**src/rtl/cpu_defs_pkg.sv**
```systemverilog
// cpu_defs: shared opcodes, one-hot T-state constants and control-word bit indices for cpu_sequencer
package cpu_defs;
  localparam logic [3:0] OP_LDA = 4'b0000;
  localparam logic [3:0] OP_ADD = 4'b0001;
  localparam logic [3:0] OP_SUB = 4'b0010;
  localparam logic [3:0] OP_JMP = 4'b0110;
  localparam logic [3:0] OP_OUT = 4'b1110;
  localparam logic [3:0] OP_HLT = 4'b1111;
  localparam logic [5:0] T1 = 6'b000001;
  localparam logic [5:0] T2 = 6'b000010;
  localparam logic [5:0] T3 = 6'b000100;
  localparam logic [5:0] T4 = 6'b001000;
  localparam logic [5:0] T5 = 6'b010000;
  localparam logic [5:0] T6 = 6'b100000;
  localparam int CW_PC_INC   = 0;
  localparam int CW_PC_OE    = 1;
  localparam int CW_MAR_LOAD = 2;
  localparam int CW_RAM_OE   = 3;
  localparam int CW_IR_LOAD  = 4;
  localparam int CW_IR_OE    = 5;
  localparam int CW_A_LOAD   = 6;
  localparam int CW_A_OE     = 7;
  localparam int CW_B_LOAD   = 8;
  localparam int CW_ALU_OE   = 9;
  localparam int CW_ALU_SUB  = 10;
  localparam int CW_OUT_LOAD = 11;
  localparam int CW_N        = 12;
endpackage

```
**src/rtl/cpu_sequencer_t_ring.sv**
```systemverilog
// t_ring: one-hot ring counter, bit0 first; clr_n (sync, active low) -> bit0, hold freezes
//   clk, clr_n, hold in; q out (N one-hot)
module t_ring #(
  parameter int N = 6
) (
  input  logic         clk,
  input  logic         clr_n,
  input  logic         hold,
  output logic [N-1:0] q
);
  logic [N-1:0] ring_q;
  always_ff @(posedge clk) begin
    if (!clr_n) ring_q <= N'(1);
    else if (!hold) ring_q <= {ring_q[N-2:0], ring_q[N-1]};
  end
  assign q = ring_q;
endmodule

```
**src/rtl/cpu_sequencer.sv**
```systemverilog
// cpu_sequencer: six T-state fetch/execute sequencer decoding the IR opcode into the control word
//   in : clk, clr_n (sync active-low clear), run (0 = stall, controls off), opcode (IR upper nibble)
//   out: tstate (one-hot, bit0 = T1), halted (sticky), control word pins,
//        pc_load only when SEQ_JMP_EN is defined (adds JMP 0110)
module cpu_sequencer
  import cpu_defs::*;
#(
  parameter int OP_W = 4,
  parameter int T_N  = 6
) (
  input  logic            clk,
  input  logic            clr_n,
  input  logic            run,
  input  logic [OP_W-1:0] opcode,
  output logic [T_N-1:0]  tstate,
  output logic            halted,
  output logic            pc_inc,
  output logic            pc_oe,
  output logic            mar_load,
  output logic            ram_oe,
  output logic            ir_load,
  output logic            ir_oe,
  output logic            a_load,
  output logic            a_oe,
  output logic            b_load,
  output logic            alu_oe,
  output logic            alu_sub,
  output logic            out_load
`ifdef SEQ_JMP_EN
  ,
  output logic            pc_load
`endif
);
`ifdef SEQ_JMP_EN
  localparam logic JMP_EN = 1'b1;
`else
  localparam logic JMP_EN = 1'b0;
`endif
  logic halted_q, en, hlt_now, is_lda, is_alu, is_sub, is_jmp, is_out, is_mem;
  logic [CW_N-1:0] cw;
  assign en      = run & clr_n & ~halted_q;
  assign is_lda  = opcode == OP_LDA;
  assign is_sub  = opcode == OP_SUB;
  assign is_alu  = (opcode == OP_ADD) | is_sub;
  assign is_jmp  = JMP_EN & (opcode == OP_JMP);
  assign is_out  = opcode == OP_OUT;
  assign is_mem  = is_lda | is_alu;
  // The halting T4 edge must not advance the ring, so tstate parks on T4.
  assign hlt_now = en & (tstate == T4) & (opcode == OP_HLT);
  t_ring #(.N(T_N)) u_ring (
    .clk  (clk),
    .clr_n(clr_n),
    .hold (~en | hlt_now),
    .q    (tstate)
  );
  always_ff @(posedge clk) begin
    if (!clr_n) halted_q <= 1'b0;
    else if (hlt_now) halted_q <= 1'b1;
  end
  assign halted = halted_q;
  always_comb begin
    cw              = '0;
    cw[CW_PC_OE]    = tstate == T1;
    cw[CW_PC_INC]   = tstate == T2;
    cw[CW_MAR_LOAD] = (tstate == T1) | ((tstate == T4) & is_mem);
    cw[CW_RAM_OE]   = (tstate == T3) | ((tstate == T5) & is_mem);
    cw[CW_IR_LOAD]  = tstate == T3;
    cw[CW_IR_OE]    = (tstate == T4) & (is_mem | is_jmp);
    cw[CW_A_LOAD]   = ((tstate == T5) & is_lda) | ((tstate == T6) & is_alu);
    cw[CW_A_OE]     = (tstate == T4) & is_out;
    cw[CW_B_LOAD]   = (tstate == T5) & is_alu;
    cw[CW_ALU_OE]   = (tstate == T6) & is_alu;
    cw[CW_ALU_SUB]  = (tstate == T6) & is_sub;
    cw[CW_OUT_LOAD] = (tstate == T4) & is_out;
  end
  assign pc_inc   = en & cw[CW_PC_INC];
  assign pc_oe    = en & cw[CW_PC_OE];
  assign mar_load = en & cw[CW_MAR_LOAD];
  assign ram_oe   = en & cw[CW_RAM_OE];
  assign ir_load  = en & cw[CW_IR_LOAD];
  assign ir_oe    = en & cw[CW_IR_OE];
  assign a_load   = en & cw[CW_A_LOAD];
  assign a_oe     = en & cw[CW_A_OE];
  assign b_load   = en & cw[CW_B_LOAD];
  assign alu_oe   = en & cw[CW_ALU_OE];
  assign alu_sub  = en & cw[CW_ALU_SUB];
  assign out_load = en & cw[CW_OUT_LOAD];
`ifdef SEQ_JMP_EN
  assign pc_load  = en & (tstate == T4) & is_jmp;
`endif
endmodule

```
**config.mk**
```make
export PLATFORM = sky130hd
export DESIGN_NAME = cpu_sequencer
export DESIGN_NICKNAME = d
export VERILOG_FILES = /design/src/rtl/cpu_defs_pkg.sv /design/src/rtl/cpu_sequencer_t_ring.sv /design/src/rtl/cpu_sequencer.sv
export SDC_FILE = /design/constraint.sdc
export NUM_CORES = 1
export LEC_CHECK = 0
export CAP_MARGIN = 20
export CORE_AREA = 2 2 44 46
export DETAILED_ROUTE_END_ITERATION = 6
export DIE_AREA = 0 0 46 48
export GPL_TIMING_DRIVEN = 0
export PLACE_DENSITY_LB_ADDON = 0.15
export SETUP_SLACK_MARGIN = 0.2
export SYNTH_ARGS = -nofsm -noshare
export SYNTH_HDL_FRONTEND = slang
export SYNTH_SLANG_ARGS = --single-unit
export TNS_END_PERCENT = 1
```
**constraint.sdc**
```tcl
create_clock -name clk -period 1.7 [get_ports clk]
set_input_delay 0.255 -clock clk [delete_from_list [all_inputs] [get_ports clk]]
set_output_delay 0.255 -clock clk [all_outputs]
set_load 0.01 [all_outputs]
```
After elaboration in Yosys (flattened, before gate mapping)
Cells that the tools add are included.
{"block": "op_classes", "n_eq_ne": 10, "bitwise": 30, "reduce_logical": 1}
{"operator": "bitwise AND 1 bit", "count": 22}
{"operator": "== test 4 bit (second input constant)", "count": 2}
{"operator": "== test 6 x 1 -> 1 bit (second input constant)", "count": 1}
{"operator": "== test 6 x 2 -> 1 bit (second input constant)", "count": 1}
{"operator": "== test 6 x 3 -> 1 bit (second input constant)", "count": 1}
{"operator": "== test 6 x 4 -> 1 bit (second input constant)", "count": 1}
{"operator": "== test 6 x 5 -> 1 bit (second input constant)", "count": 1}
{"operator": "== test 6 bit (second input constant)", "count": 1}
{"operator": "bitwise OR 1 bit", "count": 6}
{"operator": "== test 4 x 1 -> 1 bit (second input constant)", "count": 1}
{"operator": "== test 4 x 2 -> 1 bit (second input constant)", "count": 1}
{"operator": "logical NOT 4 bit", "count": 1}
{"operator": "inverter 1 bit", "count": 2}
{"block": "totals", "regBits": 7, "input_bits": 7, "out_inout_bits": 19, "wordCells": 43}

Longest topological paths before layout
Gate-level depths: netlist (run 1).
{"block": "logic_depth", "depth_word": 6, "ltp_mapped": 6, "ltp_nobuf": 3}

By module
From an unflattened synthesis (run 1), not the netlist that was laid out.
{"block": "unflattened", "hier_cells": 62, "area_unflattened_um2": 503.0}
{"module": "cpu_sequencer", "instances": 1, "cells_each": 43, "area_each_um2": 276.5, "seq_area_each_um2": 20.0}
{"module": "t_ring", "instances": 1, "cells_each": 19, "area_each_um2": 226.5, "seq_area_each_um2": 120.1}

Worst setup path before layout (run 1)
Ideal clock, no wire load.
{"block": "synth_path", "kind": "register to output", "from": "register u_ring.ring_q[5], in the netlist u_ring.q[5]", "to": "output port a_load", "arrival_ns": 1.651, "required_time_ns": 1.445, "setup_slack_ns": -0.206, "stages_incl_launch_ff": 5, "n_path_buf": 1, "path_cell_list": "dfxtp_1 > buf_4 > or4b_1 > or4_1 > a21oi_1"}
{"block": "synth_via", "elab_chain_cells": 4, "elab_cells_between_ends": 6, "cone_classes": "eq/ne: 2; bitwise: 4"}
{"item": "start: declaration", "line": "cpu_sequencer_t_ring.sv:11", "text": "logic [N-1:0] ring_q;"}
{"item": "start signal: assignment", "line": "cpu_sequencer_t_ring.sv:14", "text": "else if (!hold) ring_q <= {ring_q[N-2:0], ring_q[N-1]};"}
{"item": "== test 6 x 5 -> 1 bit / == test 6 bit (equally long branches)", "line": "cpu_sequencer.sv:69", "text": "cw[CW_A_LOAD] = ((tstate == T5) & is_lda) | ((tstate == T6) & is_alu);"}
{"item": "bitwise AND 1 bit", "line": "cpu_sequencer.sv:69"}
{"item": "bitwise OR 1 bit *", "line": "cpu_sequencer.sv:69"}
{"item": "bitwise AND 1 bit *", "line": "cpu_sequencer.sv:82", "text": "assign a_load = en & cw[CW_A_LOAD];"}
{"item": "end: declaration", "line": "cpu_sequencer.sv:23", "text": "output logic a_load,"}
Mark *: on every way between the ends. The rest lies on a longest branch, timed or not.

Worst setup path in the final report (run 1)
Ends and elaborated chain as after synthesis.

==> flow_metrics.env, run 1 <==
export IMPL_status="finished, violations left"
export IMPL_violations="setup timing"
export IMPL_p_leak_nw=0.404
export IMPL_root_buffer="clkbuf_4"
export IMPL_first_pass_iters=4
export IMPL_clock_sinks=7
export IMPL_wl_mm=1.83
export IMPL_fillers=156
export IMPL_cap_violations=0
export IMPL_max_freq_mhz=480
export IMPL_avgViaCountPerCell=5.52
export IMPL_cts_tree="done"
export IMPL_async_flop_share_pct=0
export IMPL_htree_num_levels=1
export IMPL_grt_total_usage_pct=18.1
export IMPL_yosysWarnings=0
export IMPL_grt_overflow_total=0
export IMPL_antenna_cells=0
export IMPL_fin_tns_setup_ns=-2.72
export IMPL_fin_skew_ns=0.00328
export IMPL_finalSetupViolCount=12
export IMPL_synth_cell_types=29
export IMPL_yosys_register_bits=7
export IMPL_yosys_most_used_dff="dfxtp_1"
export IMPL_port_buffers=24
export IMPL_drt_wirelength_per_cell_um=14.8
export IMPL_start_util_pct=29.9
export IMPL_ctsHoldBuffers=0
export IMPL_antenna_found_initial=0
export IMPL_first_iter_violations=11
export IMPL_syn_inst=69
export IMPL_synth_edff_count=0
export IMPL_hpwlAfterDp_mm=1.10
export IMPL_period_share_pct=123
export IMPL_row_count=15
export IMPL_die_w_um=46
export IMPL_yosys_area_top_type="dfxtp_1"
export IMPL_slew_headroom_pct=77.0
export IMPL_drc=0
export IMPL_yosysSeqAreaShare_pct=27.8
export IMPL_cp_required_ns=1.44
export IMPL_cts_buffers=3
export IMPL_dieHeight_um=48
export IMPL_synth_nets=76
export IMPL_hold_path_class="in -> reg"
export IMPL_seq_area_um2=153
export IMPL_slew_violations=0
export IMPL_die_area_um2=2210
export IMPL_tightest_slew_ns=0.342
export IMPL_fp_coreArea_um2=1690
export IMPL_finalHoldViolCount=0
export IMPL_startpoint_type="flip-flop"
export IMPL_timing_final_ws_setup_ns=-0.385
export IMPL_drive_gt1_share_pct=47.7
export IMPL_grt_pass1_wl_mm=2.81
export IMPL_final_cells=124
export IMPL_setup_worst_path_class="reg -> out"
export IMPL_area_delta_synth_final_pct=95.0
export IMPL_insertion_delay_ns=0.25
export IMPL_clk_path_buf_depth=2
export IMPL_final_nets=115
export IMPL_critPathArrivalTime_ns=1.83
export IMPL_grt_max_degree=11
export IMPL_rsz0062_at_grt="true"
export IMPL_syn_area_um2=504
export IMPL_ir_drop_uv=391
export IMPL_fin_crit_ns=2.08
export IMPL_synth_top_cells_by_area="dfxtp_1, nand2_1, nor3_1"
export IMPL_post_route_util_pct=58.2
export IMPL_multi_input_area_um2=440
export IMPL_whs_ns=0.298
export IMPL_cts_clk_slew_worst_paths_ns=0.05
export IMPL_pre_cts_ws_ns=-0.934
export IMPL_vias=685
export IMPL_ioPinCount=26
export IMPL_avgSynthCellArea_um2=7.31
export IMPL_gp_congestion=0.711
export IMPL_p_per_area_nw_per_um2=454
export IMPL_synth_top_area_share_pct=27.8
export IMPL_cp_max_fo=4
export IMPL_cp_end_kind="output pin"
export IMPL_dpl_cell_count=110
export IMPL_ant_nets=0
export IMPL_grt_pass1_vias=594
[through the flow]
step                      total power, mW  area [um2]
after CTS                           0.447         948
final                               0.447         983
after detailed placement            0.269         830
after floorplan                     0.226         568
after global routing                0.473         983
after global placement              0.268         830
[kinds of logic (layout without fill, tap and decap cells)]
kind of cell,Yosys count,count (layout),share of synthesized area (%)
flip-flops,7,7,27.8
buffers and inverters,7,45,6.95
XOR/XNOR,1,1,1.74
AO/OA/AOI/OAI,14,14,19.6
AND/OR/NAND/NOR,40,40,43.9
[flip-flops by register name, indices dropped and copies added (netlist names)]
signal and flops:
u_ring.q 6, halted 1
[placed cells by master (no fill, tap or decap), types with 2 or more instances in the layout]
cell,synthesis,routed
o31ai_1,2,2
buf_4,2,9
dfxtp_2,0,4
nand2_1,13,13
o21ai_0,2,2
dfxtp_4,0,2
nor4_4,0,2
nand3_1,4,4
clkbuf_4,0,3
nand4_1,2,2
clkdlybuf4s15_2,0,2
nor2_1,2,2
buf_8,0,2
clkdlybuf4s50_1,0,7
dlygate4sd2_1,0,4
a211oi_1,2,2
nor4b_4,0,2
or4_4,0,2
nor3_2,0,4
a21boi_0,3,3
inv_1,2,2
buf_6,0,2
buf_2,1,10
[repair_timing]
item,4_1_cts,5_1_grt
setup endpoints to repair,17,17
pin swaps,5,3
resized for setup,64,7
buffers inserted,9,1
gates cloned,0,0
[path summary, 6_finish.rpt]
check | startpoint | end | slack, ns | depth (start not counted)
worst max-delay path | u_ring.q[5] | a_load | -0.38 | 5
worst min-delay path | clr_n | u_ring.q[0] | 0.30 | 2
worst max register to register | u_ring.q[5] | u_ring.q[4] | 0.10 | 5
worst min register to register | halted | halted | 0.49 | 2
[worst max-delay path: stages (launching register included)]
cell and delay [ns]:
dfxtp_2 0.34, buf_8 0.10, or4b_4 0.45, or4_4 0.43, a21oi_2 0.12, buf_2 0.13
[area by class of cell]
type | instances | area share (%)
buffer | 5 | 4.83
timing repair buffer | 34 | 29.3
sequential | 7 | 15.5
inverter | 2 | 0.763
tap | 17 | 2.16
clock buffer | 4 | 2.67
multi-input combinational | 55 | 44.8
[layer usage]
metal | vias to the layer above | track usage (%) | wire, um
met4 | 0 | 10.3 | 21
met2 | 20 | 31.1 | 958
met5 | - | 0 | 0
li1 | 335 | - | -
met1 | 326 | 21.0 | 759
met3 | 4 | 3.40 | 91
[power breakdown]
group	internal, mW	total [mW]	switching (mW)
Sequential	0.167	0.172	0.00521
Combinational	0.0582	0.120	0.0621
Clock	0.0898	0.154	0.0644
[synthesized netlist by cell type, drive strengths merged, types with 3 or more instances]
library cell and instances:
nand2 13, dfxtp 7, nor3 5, nand3 4, a21boi 3, buf 3, or4 3
Note: power is estimated with default switching activity, not from simulation.
==> run 2: changes to the inputs <==
--- a/config.mk
+++ b/config.mk
@@ -5,10 +5,12 @@
 export SDC_FILE = /design/constraint.sdc
 export NUM_CORES = 1
 export LEC_CHECK = 0
-export CAP_MARGIN = 20
-export CORE_AREA = 2 2 44 46
+export CAP_MARGIN = 10
+export CELL_PAD_IN_SITES_DETAIL_PLACEMENT = 1
+export CELL_PAD_IN_SITES_GLOBAL_PLACEMENT = 2
+export CORE_AREA = 2 2 58 60
 export DETAILED_ROUTE_END_ITERATION = 6
-export DIE_AREA = 0 0 46 48
+export DIE_AREA = 0 0 60 62
 export GPL_TIMING_DRIVEN = 0
 export PLACE_DENSITY_LB_ADDON = 0.15
 export SETUP_SLACK_MARGIN = 0.2
==> flow_metrics.env, run 2 (synthesis results as in run 1) <==
export IMPL_rsz0062_at_grt="true"
export IMPL_root_buffer="clkbuf_4"
export IMPL_cts_buffers=3
export IMPL_insertion_delay_ns=0.25
export IMPL_r2r_setup_slack_ns=0.17
export IMPL_final_cells=150
export IMPL_antenna_cells=0
export IMPL_first_pass_iters=4
export IMPL_switching_share_pct=29.6
export IMPL_drive_gt1_share_pct=46.2
export IMPL_final_nets=112
export IMPL_status="finished, violations left"
export IMPL_cp_end_kind="output pin"
export IMPL_ir_drop_uv=413
export IMPL_multi_input_area_um2=427
export IMPL_avgViaCountPerCell=4.43
export IMPL_fp_coreArea_um2=3180
export IMPL_place_area_um2=866
export IMPL_grt_pass1_vias=677
export IMPL_p_leak_nw=0.398
export IMPL_slew_violations=0
export IMPL_setup_worst_path_class="reg -> out"
export IMPL_p_comb_share_pct=24.9
export IMPL_cp_endpoint="a_load"
export IMPL_wl_mm=1.95
export IMPL_fin_crit_ns=2.09
export IMPL_p_per_area_nw_per_um2=445
export IMPL_die_w_um=60
export IMPL_clock_sinks=7
export IMPL_cap_violations=0
export IMPL_cts_tree="done"
export IMPL_power_share_clock_pct=35.6
export IMPL_dieHeight_um=62
export IMPL_hold_path_class="in -> reg"
export IMPL_hpwlAfterDp_mm=1.37
export IMPL_final_cell_mix="nand2_1, buf_2, buf_4"
export IMPL_htree_num_levels=1
export IMPL_cp_required_ns=1.44
export IMPL_r2r_cells=5
export IMPL_finalSetupViolCount=11
export IMPL_fillers=407
export IMPL_grt_max_degree=11
export IMPL_critPathArrivalTime_ns=1.83
export IMPL_startpoint="u_ring.q[5]"
export IMPL_max_freq_mhz=479
export IMPL_slew_headroom_pct=77.4
export IMPL_r2r_end="u_ring.q[4]"
export IMPL_tightest_slew_ns=0.337
export IMPL_finalHoldViolCount=0
export IMPL_design_area_um2=972
export IMPL_r2r_start="u_ring.q[5]"
export IMPL_layout_commonest_cell="nand2_1"
export IMPL_row_count=21
export IMPL_p_int_mw=0.305
export IMPL_whs_ns=0.299
export IMPL_period_share_pct=123
export IMPL_largest_reg_flops=6
export IMPL_cts_clk_slew_worst_paths_ns=0.05
export IMPL_fin_skew_ns=0.00601
export IMPL_clk_path_buf_depth=2
export IMPL_violations="setup timing"
export IMPL_timing_final_ws_setup_ns=-0.387
export IMPL_area_delta_synth_final_pct=92.8
export IMPL_vias=664
export IMPL_start_util_pct=15.9
export IMPL_ant_nets=0
export IMPL_first_iter_violations=11
export IMPL_drc=0
export IMPL_dpl_cell_count=139
export IMPL_grt_overflow_total=0
export IMPL_port_buffers=24
export IMPL_startpoint_type="flip-flop"
export IMPL_grt_pass1_wl_mm=3.22
export IMPL_pwr_share_seq_pct=39.5
export IMPL_antenna_found_initial=0
export IMPL_switchingPower_mw=0.128
export IMPL_ctsHoldBuffers=0
export IMPL_ioPinCount=26
export IMPL_grt_total_usage_pct=11.6
export IMPL_drt_wirelength_per_cell_um=13.0
export IMPL_die_area_um2=3720
export IMPL_gp_congestion=0.664
export IMPL_cp_max_fo=4
export IMPL_seq_area_um2=156
[run 2: cell count changes in the layout (fill, tap and decap cells not counted), sizes merged]
cell / change
dlymetal6s2s: +1
buf: -3
clkdlybuf4s50: -1
[run 2: area by class of cell]
| class | count | area share, % |
|---|---|---|
| plain buffers | 5 | 5.15 |
| clock buffers | 4 | 2.70 |
| inverters | 2 | 0.772 |
| multi-input cells | 55 | 43.9 |
| flip-flops and latches | 7 | 16.1 |
| well taps | 46 | 5.92 |
| repair buffers | 31 | 25.5 |
[run 2: metal layers]
metal	wire [um]	share of wire [%]	GRT usage [%]
met2	948	49	20.0
met3	88	4.5	1.45
met4	0	0	3.81
met5	0	0	0
met1	912	47	14.9
[run 2: how the worst min path moves through the flow]
stage                       end  slack, ns  startpoint  cells past startpoint
floorplan                halted       0.41         run                      2
global placement         halted       0.48      halted                      2
detailed placement       halted       0.48      halted                      2
CTS                 u_ring.q[0]       0.30       clr_n                      2
global route        u_ring.q[0]       0.32       clr_n                      2
finish              u_ring.q[0]       0.30       clr_n                      2
[run 2: through the flow]
step	power [mW]	util, %	setup slack [ns]	setup TNS (ns)
2_1_floorplan	0.226	-	-0.0601	-0.0601
3_3_place_gp	0.272	27.2	-0.973	-9.13
3_5_place_dp	0.273	27.2	-0.991	-9.42
4_1_cts	0.441	30.3	-0.410	-2.73
5_1_grt	0.468	30.6	-0.457	-3.65
6_report	0.433	30.6	-0.387	-2.28
[run 2: worst max-delay path, cell delays in order (launching register included)]
cell and delay [ns]:
dfxtp_2 0.34, buf_8 0.10, or4b_4 0.45, or4_4 0.44, a21oi_2 0.12, buf_2 0.13
[run 2: power groups by stage]
| stage | Clock (mW) | Combinational [mW] | Sequential, mW |
|---|---|---|---|
| floorplan | 0 | 0.0464 | 0.180 |
| global placement | 0 | 0.0920 | 0.180 |
| detailed placement | 0 | 0.0925 | 0.180 |
| CTS | 0.160 | 0.109 | 0.172 |
| global route | 0.175 | 0.121 | 0.172 |
| finish | 0.154 | 0.108 | 0.171 |
[run 2: what timing repair did]
item                                    CTS  global route
endpoints found under the hold margin     0             0
pin swaps                                 6             1
endpoints found under the setup margin   17            16
setup buffers                             7             0
resized for setup                        67             5
==> run 3: changes to the inputs <==
--- a/config.mk
+++ b/config.mk
@@ -5,16 +5,17 @@
 export SDC_FILE = /design/constraint.sdc
 export NUM_CORES = 1
 export LEC_CHECK = 0
-export CAP_MARGIN = 10
+export CAP_MARGIN = 15
 export CELL_PAD_IN_SITES_DETAIL_PLACEMENT = 1
 export CELL_PAD_IN_SITES_GLOBAL_PLACEMENT = 2
-export CORE_AREA = 2 2 58 60
+export CORE_AREA = 2 2 56 58
 export DETAILED_ROUTE_END_ITERATION = 6
-export DIE_AREA = 0 0 60 62
+export DIE_AREA = 0 0 58 60
 export GPL_TIMING_DRIVEN = 0
 export PLACE_DENSITY_LB_ADDON = 0.15
 export SETUP_SLACK_MARGIN = 0.2
 export SYNTH_ARGS = -nofsm -noshare
 export SYNTH_HDL_FRONTEND = slang
+export SYNTH_HIERARCHICAL = 1
 export SYNTH_SLANG_ARGS = --single-unit
 export TNS_END_PERCENT = 1
==> flow_metrics.env, run 3 <==
export IMPL_area_delta_synth_final_pct=86.1
export IMPL_dpl_cell_count=120
export IMPL_tightest_slew_ns=0.276
export IMPL_wl_mm=1.76
export IMPL_fillers=347
export IMPL_first_iter_violations=9
export IMPL_p_leak_nw=0.402
export IMPL_startpoint_type="flip-flop"
export IMPL_antenna_found_initial=0
export IMPL_cts_clk_slew_worst_paths_ns=0.05
export IMPL_grt_max_degree=11
export IMPL_grt_overflow_total=0
export IMPL_cp_max_fo=3
export IMPL_period_share_pct=113
export IMPL_cp_end_kind="output pin"
export IMPL_max_freq_mhz=522
export IMPL_switching_share_pct=27.8
export IMPL_timing_final_ws_setup_ns=-0.216
export IMPL_slew_violations=0
export IMPL_status="finished, violations left"
export IMPL_fin_skew_ns=0.000588
export IMPL_yosys_top_cells_count="dfxtp_1, mux2i_1, nand2_1, nor2b_1, nor3_1"
export IMPL_startpoint="u_ring/q[2]"
export IMPL_crit_family="simple AND/OR/NAND/NOR gates"
export IMPL_cp_common_cell="or3_4"
export IMPL_path_buf_inv=2
export IMPL_switchingPower_mw=0.114
export IMPL_fin_tns_setup_ns=-1.96
export IMPL_r2r_end="u_ring/q[3]"
export IMPL_yosys_register_bits=7
export IMPL_ant_nets=0
export IMPL_first_pass_iters=2
export IMPL_p_comb_share_pct=21.5
export IMPL_synth_nets=69
export IMPL_gp_congestion=0.712
export IMPL_whs_ns=0.364
export IMPL_finalHoldViolCount=0
export IMPL_avgSynthCellArea_um2=8.11
export IMPL_clock_sinks=7
export IMPL_antenna_cells=0
export IMPL_die_area_um2=3480
export IMPL_grt_pass1_vias=618
export IMPL_largest_reg_flops=6
export IMPL_post_route_util_pct=32.2
export IMPL_grt_pass1_wl_mm=2.95
export IMPL_critPathArrivalTime_ns=1.66
export IMPL_root_buffer="clkbuf_4"
export IMPL_r2r_setup_slack_ns=-0.17
export IMPL_r2r_cells=7
export IMPL_synth_edff_count=0
export IMPL_drive_gt1_share_pct=44.0
export IMPL_p_int_mw=0.296
export IMPL_crit_chain="or3_4, or3_4, nor3_4, buf_4, buf_6"
export IMPL_port_buffers=25
export IMPL_cts_tree="done"
export IMPL_vias=598
export IMPL_rsz0062_at_grt="true"
export IMPL_p_per_area_nw_per_um2=438
export IMPL_final_cell_mix="buf_4, dlygate4sd2_1, buf_2, mux2i_1"
export IMPL_setup_worst_path_class="reg -> out"
export IMPL_drt_wirelength_per_cell_um=13.3
export IMPL_slowest_stage="or3_4"
export IMPL_die_w_um=58
export IMPL_dieHeight_um=60
export IMPL_slew_headroom_pct=81.3
export IMPL_row_count=20
export IMPL_htree_num_levels=1
export IMPL_power_share_clock_pct=36.2
export IMPL_yosysWarnings=6
export IMPL_ioPinCount=26
export IMPL_cap_violations=0
export IMPL_multi_input_area_um2=390
export IMPL_pwr_share_seq_pct=42.3
export IMPL_yosysSeqAreaShare_pct=27.9
export IMPL_slowest_delay_ns=0.39
export IMPL_yosys_cell_count_top_type="dfxtp_1"
export IMPL_synth_top_area_share_pct=27.9
export IMPL_fin_crit_ns=1.92
export IMPL_hpwlAfterDp_mm=1.21
export IMPL_ir_drop_uv=295
export IMPL_cp_endpoint="out_load"
export IMPL_yosys_area_top_type="dfxtp_1"
export IMPL_final_cells=133
export IMPL_layout_commonest_cell="buf_4"
export IMPL_drc=0
export IMPL_syn_inst=62
export IMPL_violations="setup timing"
export IMPL_seq_area_um2=160
export IMPL_fp_coreArea_um2=2900
export IMPL_grt_total_usage_pct=11.1
export IMPL_clk_path_buf_depth=2
export IMPL_worstSetupPathDepth=5
export IMPL_hold_path_class="in -> reg"
export IMPL_cts_buffers=3
export IMPL_synth_top_cells_by_area="dfxtp_1, mux2i_1, nor2b_1"
export IMPL_finalSetupViolCount=14
export IMPL_final_nets=108
export IMPL_start_util_pct=17.3
export IMPL_synth_cell_types=25
export IMPL_syn_area_um2=503
export IMPL_async_flop_share_pct=0
export IMPL_cp_required_ns=1.44
export IMPL_r2r_start="u_ring/q[2]"
export IMPL_ctsHoldBuffers=0
export IMPL_avgViaCountPerCell=4.50
export IMPL_yosys_most_used_dff="dfxtp_1"
export IMPL_insertion_delay_ns=0.25
## run 3: changes by cell type in the layout (fill, tap and decap cells not counted), sizes merged, moves of 3 or more
| cell | before | now |
|---|---|---|
| nor2b | 1 | 5 |
| clkdlybuf4s15 | 2 | 5 |
| a21boi | 3 | 0 |
| buf | 21 | 18 |
| nand2 | 13 | 6 |
| dlygate4sd2 | 4 | 8 |
| mux2i | 0 | 6 |
| or4 | 3 | 0 |
## run 3: power groups by stage
stage | clock, mW | sequential (mW) | combinational, mW
3_3_place_gp | 0 | 0.182 | 0.0800
6_report | 0.149 | 0.173 | 0.0880
3_5_place_dp | 0 | 0.182 | 0.0805
2_1_floorplan | 0 | 0.181 | 0.0369
5_1_grt | 0.172 | 0.174 | 0.0970
4_1_cts | 0.153 | 0.175 | 0.0863
## run 3: per-layer routing
layer  vias to the layer above  track usage (%)  share of wire, %  routed length (um)
met4                         0             4.98                 0                   0
li1                        303                -                 -                   -
met1                       283             14.3                44                 782
met3                         0             1.52               4.4                  77
met5                         -                0                 0                   0
met2                        12             18.5                51                 903
## run 3: area by class of cell
cell class	count	area share, %
multi-input cells	50	41.7
repair buffers	34	30.7
flip-flops and latches	7	17.1
well taps	33	4.41
clock buffers	4	2.81
plain buffers	2	2.01
inverters	3	1.20
## run 3: how the worst min path moves through the flow
stage / from / endpoint / slack [ns] / depth (start not counted)
floorplan: clr_n / u_ring/q[0] / 0.32 / 1
global route: clr_n / u_ring/q[0] / 0.40 / 2
finish: clr_n / u_ring/q[0] / 0.36 / 2
global placement: halted / halted / 0.47 / 2
CTS: clr_n / u_ring/q[0] / 0.37 / 2
detailed placement: halted / halted / 0.48 / 2
## run 3: worst reg2reg max path, cell delays in order (launching register included)
cell and delay, ns:
dfxtp_4 0.33, or3_4 0.39, or3_4 0.36, buf_4 0.15, o21ai_2 0.12, buf_6 0.15, mux2i_1 0.20, nor2b_1 0.07
## run 3: what timing repair did
| item | 4_1_cts | 5_1_grt |
|---|---|---|
| pin swaps | 8 | 5 |
| buffers inserted | 7 | 2 |
| hold endpoints to repair | 0 | 0 |
| resized for setup | 69 | 6 |
| setup endpoints to repair | 23 | 23 |
## run 3: per-stage QoR
| stage | power (mW) | setup slack [ns] | instance area, um2 |
|---|---|---|---|
| after floorplan | 0.218 | -0.0119 | 517 |
| after global placement | 0.262 | -0.755 | 808 |
| after detailed placement | 0.263 | -0.773 | 808 |
| after CTS | 0.414 | -0.351 | 908 |
| after global routing | 0.443 | -0.298 | 936 |
| final | 0.410 | -0.216 | 936 |
## run 3: logic make-up after synthesis
group	share of synthesized area (%)
XOR/XNOR	1.74
AND/OR/NAND/NOR	45.8
buffers and inverters	5.97
flip-flops	27.9
AO/OA/AOI/OAI	6.72
multiplexers	11.9
